--- src/rtl/wdma_pkg.sv ---
// Shared definitions for the gmem write DMA.
//   state_t   : state encoding used by the main FSM and the AW FSM
//   AXI_*     : AXI burst type, response code and 4 KB page size
//   burst_len : beats in the next burst. It is the smallest of the
//               remaining beats, the burst cap and the beats left in the page.
package wdma_pkg;

  typedef enum logic [1:0] {
    ST_IDLE = 2'd0,
    ST_PRE  = 2'd1,
    ST_RUN  = 2'd2,
    ST_DONE = 2'd3
  } state_t;

  localparam logic [1:0]  AXI_BURST_INCR = 2'b01;
  localparam logic [1:0]  AXI_RESP_OKAY  = 2'b00;
  localparam logic [12:0] AXI_4K         = 13'h1000;

  function automatic logic [8:0] burst_len(input logic [63:0] remaining,
                                           input logic [8:0]  cap,
                                           input logic [12:0] to_4k);
    logic [63:0] m;
    m = remaining;
    m = (m > 64'(cap))   ? 64'(cap)   : m;
    m = (m > 64'(to_4k)) ? 64'(to_4k) : m;
    return 9'(m);
  endfunction

endpackage

--- src/rtl/sync_fifo.sv ---
// Small first-word-fall-through FIFO.
//   clk/rst_n  : clock and asynchronous active-low reset
//   push/din   : write port. A push while full is dropped.
//   pop/dout   : read port. dout shows the head entry whenever empty is low.
//   full/empty : occupancy flags
module sync_fifo #(
  parameter int WIDTH = 8,
  parameter int DEPTH = 4
) (
  input  logic             clk,
  input  logic             rst_n,
  input  logic             push,
  input  logic [WIDTH-1:0] din,
  input  logic             pop,
  output logic [WIDTH-1:0] dout,
  output logic             full,
  output logic             empty
);

  localparam int PW = $clog2(DEPTH);
  localparam logic [PW-1:0] P_ONE = PW'(1);
  localparam logic [PW:0]   C_ONE = (PW + 1)'(1);
  localparam logic [PW:0]   C_MAX = (PW + 1)'(DEPTH);

  logic [WIDTH-1:0] mem_r [DEPTH];
  logic [PW-1:0]    wp_r;
  logic [PW-1:0]    rp_r;
  logic [PW:0]      cnt_r;
  logic             push_ok_s;
  logic             pop_ok_s;

  assign full      = (cnt_r == C_MAX);
  assign empty     = (cnt_r == {(PW + 1){1'b0}});
  assign push_ok_s = push & ~full;
  assign pop_ok_s  = pop & ~empty;
  assign dout      = mem_r[rp_r];

  // Storage array; contents are don't-care until written, so no reset.
  always_ff @(posedge clk) begin
    if (push_ok_s) begin
      mem_r[wp_r] <= din;
    end
  end

  // Read/write pointers and occupancy count.
  always_ff @(posedge clk or negedge rst_n) begin
    if (!rst_n) begin
      wp_r  <= {PW{1'b0}};
      rp_r  <= {PW{1'b0}};
      cnt_r <= {(PW + 1){1'b0}};
    end else begin
      if (push_ok_s) wp_r <= wp_r + P_ONE;
      if (pop_ok_s)  rp_r <= rp_r + P_ONE;
      case ({push_ok_s, pop_ok_s})
        2'b10:   cnt_r <= cnt_r + C_ONE;
        2'b01:   cnt_r <= cnt_r - C_ONE;
        default: cnt_r <= cnt_r;
      endcase
    end
  end

endmodule

--- src/rtl/wdma_mb.sv ---
// Write DMA: turns the accelerator output stream (wr_en/full_n/din) into
// AXI4 INCR write bursts to gmem.
//   ap_*              : start/idle/ready/done handshake and sticky BRESP error
//   transfer_byte/mem : byte count and base address, latched at launch
//   m_axi_gmem_*      : AXI4 write master (AW, W and B channels)
//   wr_en/full_n/din  : input stream. A beat is taken only while a burst
//                       address has already been issued.
module wdma_mb
  import wdma_pkg::*;
#(
  parameter int C_M_AXI_GMEM_ID_WIDTH     = 1,
  parameter int C_M_AXI_GMEM_ADDR_WIDTH   = 32,
  parameter int C_M_AXI_GMEM_DATA_WIDTH   = 64,
  parameter int C_M_AXI_GMEM_AWUSER_WIDTH = 1,
  parameter int C_M_AXI_GMEM_WUSER_WIDTH  = 1,
  parameter int C_M_AXI_GMEM_BUSER_WIDTH  = 1,
  parameter int MAX_BURST_LEN             = 16,
  parameter int MAX_OUTSTANDING           = 4
) (
  input  logic                                    ap_clk,
  input  logic                                    ap_rst_n,
  input  logic                                    ap_start,
  output logic                                    ap_idle,
  output logic                                    ap_ready,
  output logic                                    ap_done,
  output logic                                    ap_err,
  input  logic [C_M_AXI_GMEM_ADDR_WIDTH-1:0]      transfer_byte,
  input  logic [C_M_AXI_GMEM_ADDR_WIDTH-1:0]      mem,
  output logic                                    m_axi_gmem_AWVALID,
  input  logic                                    m_axi_gmem_AWREADY,
  output logic [C_M_AXI_GMEM_ADDR_WIDTH-1:0]      m_axi_gmem_AWADDR,
  output logic [7:0]                              m_axi_gmem_AWLEN,
  output logic [C_M_AXI_GMEM_ID_WIDTH-1:0]        m_axi_gmem_AWID,
  output logic [2:0]                              m_axi_gmem_AWSIZE,
  output logic [1:0]                              m_axi_gmem_AWBURST,
  output logic [1:0]                              m_axi_gmem_AWLOCK,
  output logic [3:0]                              m_axi_gmem_AWCACHE,
  output logic [2:0]                              m_axi_gmem_AWPROT,
  output logic [3:0]                              m_axi_gmem_AWQOS,
  output logic [3:0]                              m_axi_gmem_AWREGION,
  output logic [C_M_AXI_GMEM_AWUSER_WIDTH-1:0]    m_axi_gmem_AWUSER,
  output logic                                    m_axi_gmem_WVALID,
  input  logic                                    m_axi_gmem_WREADY,
  output logic [C_M_AXI_GMEM_DATA_WIDTH-1:0]      m_axi_gmem_WDATA,
  output logic [C_M_AXI_GMEM_DATA_WIDTH/8-1:0]    m_axi_gmem_WSTRB,
  output logic                                    m_axi_gmem_WLAST,
  output logic [C_M_AXI_GMEM_ID_WIDTH-1:0]        m_axi_gmem_WID,
  output logic [C_M_AXI_GMEM_WUSER_WIDTH-1:0]     m_axi_gmem_WUSER,
  input  logic                                    m_axi_gmem_BVALID,
  output logic                                    m_axi_gmem_BREADY,
  input  logic [1:0]                              m_axi_gmem_BRESP,
  input  logic [C_M_AXI_GMEM_ID_WIDTH-1:0]        m_axi_gmem_BID,
  input  logic [C_M_AXI_GMEM_BUSER_WIDTH-1:0]     m_axi_gmem_BUSER,
  input  logic                                    wr_en,
  output logic                                    full_n,
  input  logic [C_M_AXI_GMEM_DATA_WIDTH-1:0]      din
);

  localparam int AW    = C_M_AXI_GMEM_ADDR_WIDTH;
  localparam int BYTES = C_M_AXI_GMEM_DATA_WIDTH / 8;
  localparam int SH    = $clog2(BYTES);
  localparam int CW    = AW - SH + 1;
  localparam int OW    = $clog2(MAX_OUTSTANDING) + 1;
  localparam logic [OW-1:0]    OUT_MAX   = OW'(MAX_OUTSTANDING);
  localparam logic [OW-1:0]    OUT_ONE   = OW'(1);
  localparam logic [8:0]       BURST_CAP = 9'(MAX_BURST_LEN);
  localparam logic [BYTES-1:0] STRB_ONE  = BYTES'(1);

  // Launch detection and main FSM
  state_t          st_r, st_nxt_s;
  logic            ap_start_d_r;
  logic            run_s;
  logic [CW-1:0]   tbeats_s;
  logic [CW-1:0]   total_r;
  logic [SH-1:0]   last_bytes_r;
  logic [AW-1:0]   base_r;
  logic            err_r;
  // AW path
  state_t          aw_st_r, aw_nxt_s;
  logic [CW-1:0]   aw_beats_r;
  logic [CW-1:0]   rem_s;
  logic [AW-1:0]   addr_s;
  logic [12:0]     to4k_s;
  logic [8:0]      len_s;
  logic [8:0]      len_r;
  logic            final_r;
  logic [AW-1:0]   awaddr_r;
  logic [7:0]      awlen_r;
  logic            aw_go_s;
  logic            aw_hs_s;
  logic [OW-1:0]   outst_r;
  // W path
  logic            awf_full_s, awf_empty_s;
  logic [9:0]      awf_dout_s;
  logic            aw_pop_s;
  logic            w_active_r;
  logic [8:0]      w_len_r;
  logic [8:0]      w_cnt_r;
  logic            w_final_r;
  logic            wlast_s;
  logic            w_hs_s;
  logic            w_done_s;
  logic [BYTES-1:0] strb_s;
  // B path
  logic            bf_full_s, bf_empty_s;
  logic [8:0]      bf_dout_s;
  logic            b_hs_s;
  logic [CW-1:0]   b_beats_r;
  logic            unused_ok_s;

  assign unused_ok_s = ^{mem[SH-1:0], m_axi_gmem_BID, m_axi_gmem_BUSER,
                         m_axi_gmem_BRESP[0], bf_full_s};

  assign run_s    = ap_start & ~ap_start_d_r;
  // Beat count rounded up: any residual bytes need one more (partial) beat.
  assign tbeats_s = {1'b0, transfer_byte[AW-1:SH]}
                  + {{(CW - 1){1'b0}}, |transfer_byte[SH-1:0]};

  assign ap_idle  = (st_r == ST_IDLE);
  assign ap_ready = (st_r == ST_PRE);
  assign ap_done  = (st_r == ST_DONE);
  assign ap_err   = err_r;

  // Main FSM next state
  always_comb begin
    st_nxt_s = st_r;
    case (st_r)
      ST_IDLE: begin
        if (run_s) st_nxt_s = ST_PRE;
        else       st_nxt_s = ST_IDLE;
      end
      ST_PRE: begin
        if (tbeats_s == {CW{1'b0}}) st_nxt_s = ST_DONE;
        else                        st_nxt_s = ST_RUN;
      end
      ST_RUN: begin
        if (b_beats_r >= total_r) st_nxt_s = ST_DONE;
        else                      st_nxt_s = ST_RUN;
      end
      ST_DONE: st_nxt_s = ST_IDLE;
      default: st_nxt_s = ST_IDLE;
    endcase
  end

  // Main FSM state, launch edge detector, arguments latched at launch, sticky error
  always_ff @(posedge ap_clk or negedge ap_rst_n) begin
    if (!ap_rst_n) begin
      st_r         <= ST_IDLE;
      ap_start_d_r <= 1'b0;
      total_r      <= {CW{1'b0}};
      last_bytes_r <= {SH{1'b0}};
      base_r       <= {AW{1'b0}};
      err_r        <= 1'b0;
    end else begin
      st_r         <= st_nxt_s;
      ap_start_d_r <= ap_start;
      if (st_r == ST_PRE) begin
        total_r      <= tbeats_s;
        last_bytes_r <= transfer_byte[SH-1:0];
        base_r       <= {mem[AW-1:SH], {SH{1'b0}}};
        err_r        <= 1'b0;
      end else if (b_hs_s && (m_axi_gmem_BRESP[1] != AXI_RESP_OKAY[1])) begin
        err_r <= 1'b1;
      end
    end
  end

  // Next burst address and length. Bursts never cross a 4 KB page.
  assign rem_s   = total_r - aw_beats_r;
  assign addr_s  = base_r + {aw_beats_r[AW-SH-1:0], {SH{1'b0}}};
  assign to4k_s  = (AXI_4K - {1'b0, addr_s[11:0]}) >> SH;
  assign len_s   = burst_len(64'(rem_s), BURST_CAP, to4k_s);
  assign aw_go_s = (st_r == ST_RUN) && (aw_beats_r < total_r)
                && (outst_r < OUT_MAX) && !awf_full_s;
  assign aw_hs_s = (aw_st_r == ST_RUN) && m_axi_gmem_AWREADY;

  // AW FSM next state
  always_comb begin
    aw_nxt_s = aw_st_r;
    case (aw_st_r)
      ST_IDLE: begin
        if (aw_go_s) aw_nxt_s = ST_PRE;
        else         aw_nxt_s = ST_IDLE;
      end
      ST_PRE: aw_nxt_s = ST_RUN;
      ST_RUN: begin
        if (m_axi_gmem_AWREADY) aw_nxt_s = ST_IDLE;
        else                    aw_nxt_s = ST_RUN;
      end
      default: aw_nxt_s = ST_IDLE;
    endcase
  end

  // AW FSM state, registered burst fields, issued-beat and outstanding counters
  always_ff @(posedge ap_clk or negedge ap_rst_n) begin
    if (!ap_rst_n) begin
      aw_st_r    <= ST_IDLE;
      aw_beats_r <= {CW{1'b0}};
      len_r      <= 9'd0;
      final_r    <= 1'b0;
      awaddr_r   <= {AW{1'b0}};
      awlen_r    <= 8'd0;
      outst_r    <= {OW{1'b0}};
    end else begin
      aw_st_r <= aw_nxt_s;
      if (st_r == ST_PRE) begin
        aw_beats_r <= {CW{1'b0}};
      end else if (aw_hs_s) begin
        aw_beats_r <= aw_beats_r + {{(CW - 9){1'b0}}, len_r};
      end
      if (aw_st_r == ST_PRE) begin
        len_r    <= len_s;
        final_r  <= (rem_s == {{(CW - 9){1'b0}}, len_s});
        awaddr_r <= addr_s;
        awlen_r  <= len_s[7:0] - 8'd1;  // 256 beats wraps to 8'hFF
      end
      case ({aw_hs_s, b_hs_s})
        2'b10:   outst_r <= outst_r + OUT_ONE;
        2'b01:   outst_r <= outst_r - OUT_ONE;
        default: outst_r <= outst_r;
      endcase
    end
  end

  assign m_axi_gmem_AWVALID  = (aw_st_r == ST_RUN);
  assign m_axi_gmem_AWADDR   = awaddr_r;
  assign m_axi_gmem_AWLEN    = awlen_r;
  assign m_axi_gmem_AWID     = {C_M_AXI_GMEM_ID_WIDTH{1'b0}};
  assign m_axi_gmem_AWSIZE   = 3'(SH);
  assign m_axi_gmem_AWBURST  = AXI_BURST_INCR;
  assign m_axi_gmem_AWLOCK   = 2'b00;
  assign m_axi_gmem_AWCACHE  = 4'b0000;
  assign m_axi_gmem_AWPROT   = 3'b000;
  assign m_axi_gmem_AWQOS    = 4'b0000;
  assign m_axi_gmem_AWREGION = 4'b0000;
  assign m_axi_gmem_AWUSER   = {C_M_AXI_GMEM_AWUSER_WIDTH{1'b0}};

  sync_fifo #(.WIDTH(10), .DEPTH(MAX_OUTSTANDING)) u_aw_fifo (
    .clk   (ap_clk),
    .rst_n (ap_rst_n),
    .push  (aw_hs_s),
    .din   ({len_r, final_r}),
    .pop   (aw_pop_s),
    .dout  (awf_dout_s),
    .full  (awf_full_s),
    .empty (awf_empty_s)
  );

  // W channel: stream beats are gated by an active burst
  assign wlast_s  = w_active_r && (w_cnt_r == (w_len_r - 9'd1));
  assign w_hs_s   = wr_en && m_axi_gmem_WREADY && w_active_r;
  assign w_done_s = w_hs_s && wlast_s;
  // Refill on the WLAST beat so consecutive bursts run without a bubble
  assign aw_pop_s = !awf_empty_s && (!w_active_r || w_done_s);

  assign m_axi_gmem_WVALID = wr_en & w_active_r;
  assign full_n            = m_axi_gmem_WREADY & w_active_r;
  assign m_axi_gmem_WDATA  = din;
  assign m_axi_gmem_WLAST  = wlast_s;
  assign m_axi_gmem_WSTRB  = strb_s;
  assign m_axi_gmem_WID    = {C_M_AXI_GMEM_ID_WIDTH{1'b0}};
  assign m_axi_gmem_WUSER  = {C_M_AXI_GMEM_WUSER_WIDTH{1'b0}};

  // Only the very last beat of a transfer may carry a partial strobe
  always_comb begin
    strb_s = {BYTES{1'b1}};
    if (w_final_r && wlast_s && (last_bytes_r != {SH{1'b0}})) begin
      strb_s = (STRB_ONE << last_bytes_r) - STRB_ONE;
    end else begin
      strb_s = {BYTES{1'b1}};
    end
  end

  // Active W burst: load from the AW->W queue, count beats, retire on WLAST
  always_ff @(posedge ap_clk or negedge ap_rst_n) begin
    if (!ap_rst_n) begin
      w_active_r <= 1'b0;
      w_len_r    <= 9'd0;
      w_cnt_r    <= 9'd0;
      w_final_r  <= 1'b0;
    end else if (aw_pop_s) begin
      w_active_r <= 1'b1;
      w_len_r    <= awf_dout_s[9:1];
      w_final_r  <= awf_dout_s[0];
      w_cnt_r    <= 9'd0;
    end else if (w_done_s) begin
      w_active_r <= 1'b0;
    end else if (w_hs_s) begin
      w_cnt_r <= w_cnt_r + 9'd1;
    end
  end

  sync_fifo #(.WIDTH(9), .DEPTH(MAX_OUTSTANDING)) u_b_fifo (
    .clk   (ap_clk),
    .rst_n (ap_rst_n),
    .push  (w_done_s),
    .din   (w_len_r),
    .pop   (b_hs_s),
    .dout  (bf_dout_s),
    .full  (bf_full_s),
    .empty (bf_empty_s)
  );

  assign m_axi_gmem_BREADY = !bf_empty_s;
  assign b_hs_s            = m_axi_gmem_BVALID && !bf_empty_s;

  // Beats confirmed by write responses
  always_ff @(posedge ap_clk or negedge ap_rst_n) begin
    if (!ap_rst_n) begin
      b_beats_r <= {CW{1'b0}};
    end else if (st_r == ST_PRE) begin
      b_beats_r <= {CW{1'b0}};
    end else if (b_hs_s) begin
      b_beats_r <= b_beats_r + {{(CW - 9){1'b0}}, bf_dout_s};
    end
  end

endmodule

--- config.mk ---
export PLATFORM = sky130hd
export DESIGN_NAME = wdma_mb
export DESIGN_NICKNAME = d
export VERILOG_FILES = /design/src/rtl/wdma_pkg.sv /design/src/rtl/sync_fifo.sv /design/src/rtl/wdma_mb.sv
export SDC_FILE = /design/constraint.sdc
export NUM_CORES = 1
export LEC_CHECK = 0
export BUFFER_PORTS_ARGS = -buffer_cell sky130_fd_sc_hd__buf_2
export CAP_MARGIN = 10
export CORE_UTILIZATION = 35
export CTS_BUF_LIST = sky130_fd_sc_hd__clkbuf_4
export DETAILED_ROUTE_END_ITERATION = 8
export PLACE_DENSITY_LB_ADDON = 0.15
export SYNTH_ARGS = -nofsm -noshare
export SYNTH_HDL_FRONTEND = slang
export SYNTH_SLANG_ARGS = --single-unit
--- constraint.sdc ---
create_clock -name ap_clk -period 15.82 [get_ports ap_clk]
set_input_delay 0.791 -clock ap_clk [delete_from_list [all_inputs] [get_ports ap_clk]]
set_output_delay 0.791 -clock ap_clk [all_outputs]
set_load 0.02 [all_outputs]
==> flow_summary.yaml <==
timing:
  fin_tns_setup_ns: 0
  relSlewSlack_pct: 29.3
  fmax_mhz: 149
  rsz0062_at_grt: "no"
  setup-violations-final: 0
  min_period_ns: 6.72
  fin_ws_ns: 9.10
  slew_viol_final: 0
  hold_viol_final: 0
  post-route-period-util_pct: 42.5
  fin_skew_ns: 0.0619
  tightest_slew_ns: 1.06
synthesis:
  yosys_warnings: 0
  netlist_area_sq_mm: 0.0190
  synth_flop_cell: "dfrtp_1"
  netlist_instances: 2012
  syn_area_per_cell_sq_um: 9.45
  yosysTopAreaCell: "dfrtp_1"
  synth_cell_types: 76
  synth_top_area_share_pct: 27.9
  ys_seq_area_share_pct: 39.9
  synth_edf_count: 76
  ys_seq_elements: 288
  synthArstFlopShare_pct: 73.6
  synthTopCellsByArea: "dfrtp_1 28%, edfxtp_1 12%, ha_1 9.1%, xnor2_1 4.7%, nand2_1 4.2%"
  synth_common_cells: "215 x nand2_1, 212 x dfrtp_1, 159 x nor2_1"
  synth.most_common_cell: "nand2_1"
critical_path:
  end_kind: "flop"
  critPathMaxStageDelay_ns: 0.61
  critPathMaxFanout: 23
  crit_slowest_cell: "o21a_1"
  crit_buf_inv: 0
  crit_family: "compound AO/OA/AOI/OAI gates"
  cp_data_required_time_ns: 16.49
  arrival_ns: 7.39
  critPathKind: "flop to flop"
  startpoint_type: "flop"
floorplan:
  row_count: 85
  die_y_um: 235
  ios: 286
  coreArea_sq_mm: 0.0537
  die_w_um: 235
  die_area_sq_mm: 0.0553
  initial_utilization_pct: 35.4
run_status:
  status: "completed"
power:
  p_leak_nw: 9.30
  irDropWorstVdd_uv: 71.9
  powerDensity_mw_per_mm2: 137
cts:
  cts.sinks: 288
  post_cts_resized: 0
  cts_buffers: 89
  cts_tree: "done"
  cts.clk_slew.worst_paths_ns: 0.06
  cts_root_buf: "clkbuf_4"
  cts_max_path_buffers: 3
  h-tree-depth: 3
  clk_latency_ns: 0.85
place:
  post-place-ws_ns: 9.15
  gp_congestion: 0.868
  dp_hpwl_um: 38100
  portBuffers: 121
grt:
  grt_overflow: 0
  grt_pass1_wl_um: 82100
  grt_max_degree: 84
  grt_antenna_before_repair: 3
  grtUsageTotal_pct: 18.8
  grt_pass1_vias: 14900
route:
  dr.first_iter.drc_count: 739
  drt_pass1_iterations: 5
  drc: 0
  ant_nets: 0
  routedWlPerCell_um: 17.9
  vias: 14900
  via_per_inst: 5.19
  wirelength_um: 51500
finish:
  final_nets: 2392
  fill_cells: 5395
  area_growth_pct: 9.96
  drive_gt1_share_pct: 15.8
job:
  drv_cap: 0
worst_hold_path:
  hp-class: "input port to flop"
==> worst paths after layout <==
kind | from | depth (start not counted) | end | slack (ns)
min in group asynchronous | ap_rst_n | 2 | u_b_fifo.wp_r[0] | 0.56
min reg2reg | m_axi_gmem_AWADDR[3] | 2 | m_axi_gmem_AWADDR[3] | 0.48
min | ap_start | 1 | ap_start_d_r | 0.11
max in group asynchronous | ap_rst_n | 4 | base_r[26] | 12.98
max reg2reg | aw_beats_r[0] | 25 | m_axi_gmem_AWLEN[4] | 9.10
max | aw_beats_r[0] | 25 | m_axi_gmem_AWLEN[4] | 9.10
==> metrics by stage <==
stage          cells  util (%)  power, mW  hold slack [ns]  area (sq um)
4_1_cts         2873      38.9       2.89           0.0372         20900
2_1_floorplan   2045         -       1.80            0.443         19100
5_1_grt         2874      38.9       3.08           0.0774         20900
3_5_place_dp    2712      36.8       2.11            0.464         19800
6_report        2875      38.9       2.86            0.113         20900
3_3_place_gp    2712      36.8       2.10            0.454         19800
==> placed cells by master (no fill, tap or decap), drive strengths merged, types with 11 or more instances in the layout <==
| cell type | n |
|---|---|
| o21bai | 23 |
| nand2b | 16 |
| clkbuf | 130 |
| or3 | 22 |
| and3 | 30 |
| clkinv | 26 |
| inv | 122 |
| buf | 131 |
| mux2 | 40 |
| nor2 | 159 |
| xor2 | 62 |
| a31oi | 17 |
| o211ai | 12 |
| o21a | 30 |
| nand3 | 44 |
| and2 | 14 |
| nor2b | 19 |
| nor4 | 16 |
| nor3 | 37 |
| edfxtp | 76 |
| conb | 35 |
| mux4 | 19 |
| xnor2 | 101 |
| o21ai | 100 |
| a21o | 36 |
| nand2 | 215 |
| nor4b | 11 |
| a21oi | 135 |
| nand4 | 27 |
| dfrtp | 212 |
| ha | 138 |
==> per-layer routing <==
metal  track usage (%)  up-vias  wire (um)
li1                  -     7267          -
met1              25.4     7192      24400
met2              29.7      350      23400
met3              3.42      103       2140
met4              7.99        2       1560
met5                 0        -         13
==> area by class of cell <==
class | instances | area, sq um | share of cell area (%)
clock inverter | 30 | 161 | 0.772
sequential | 288 | 7590 | 36.3
antenna | 2 | 5.00 | 0.0239
multi-input combinational | 1478 | 10200 | 48.6
tap | 696 | 871 | 4.17
inverter | 119 | 447 | 2.14
timing repair buffer | 132 | 701 | 3.35
clock buffer | 130 | 976 | 4.67
==> cell families (layout without fill, tap and decap cells) <==
kind of cell	count (synthesis)	count (layout)	share of synthesized area, %
and+or+nand+nor	638	638	16.1
AOI/OAI and AO/OA	432	432	14.3
DFF	288	288	39.9
buffers and inverters	279	411	7.42
xor gates and xnor gates	163	163	7.51
adders and majority gates	145	145	9.82
muxes	65	65	4.94
other	2	37	0.0395
==> worst reg2reg max path, stage by stage (launching register included) <==
cell and delay, ns:
dfrtp_1 0.45, ha_1 0.24, fa_1 0.26, nor2b_1 0.08, o31a_1 0.29, o211a_1 0.33, o211ai_1 0.41, a21oi_1 0.14
or3_1 0.33, a22oi_1 0.30, nand4_2 0.31, or3_4 0.55, or2_1 0.26, ha_1 0.18, nor2b_1 0.10, o21a_1 0.11
o21ai_0 0.06, a21oi_1 0.13, o21a_1 0.14, o21a_1 0.61, o31a_1 0.28, ha_1 0.21, a21boi_0 0.24, o41a_1 0.25
xor2_1 0.17, o21ai_0 0.10
==> power by group <==
part / switching [mW] / internal [mW]
clock network: 0.355 / 0.394
registers: 0.0996 / 0.882
logic: 0.708 / 0.416
total: 1.16 / 1.69
==> repair_timing <==
item	4_1_cts	5_1_grt
endpoints found under the hold margin	70	0
endpoints found under the setup margin	0	0
setup buffers	0	0
hold buffers	1	0
==> flip-flops by register name, indices dropped and copies added, names as in the netlist, 3 cells and up <==
name and cells:
aw_beats_r 30, b_beats_r 30, base_r 29, last_bytes_r 3
len_r 9, m_axi_gmem_AWADDR 29, m_axi_gmem_AWLEN 8, outst_r 3
total_r 30, u_aw_fifo.cnt_r 3, u_aw_fifo.mem_r 40, u_b_fifo.cnt_r 3
u_b_fifo.mem_r 36, w_cnt_r 9, w_len_r 9
(Power assumes the default switching activity.)
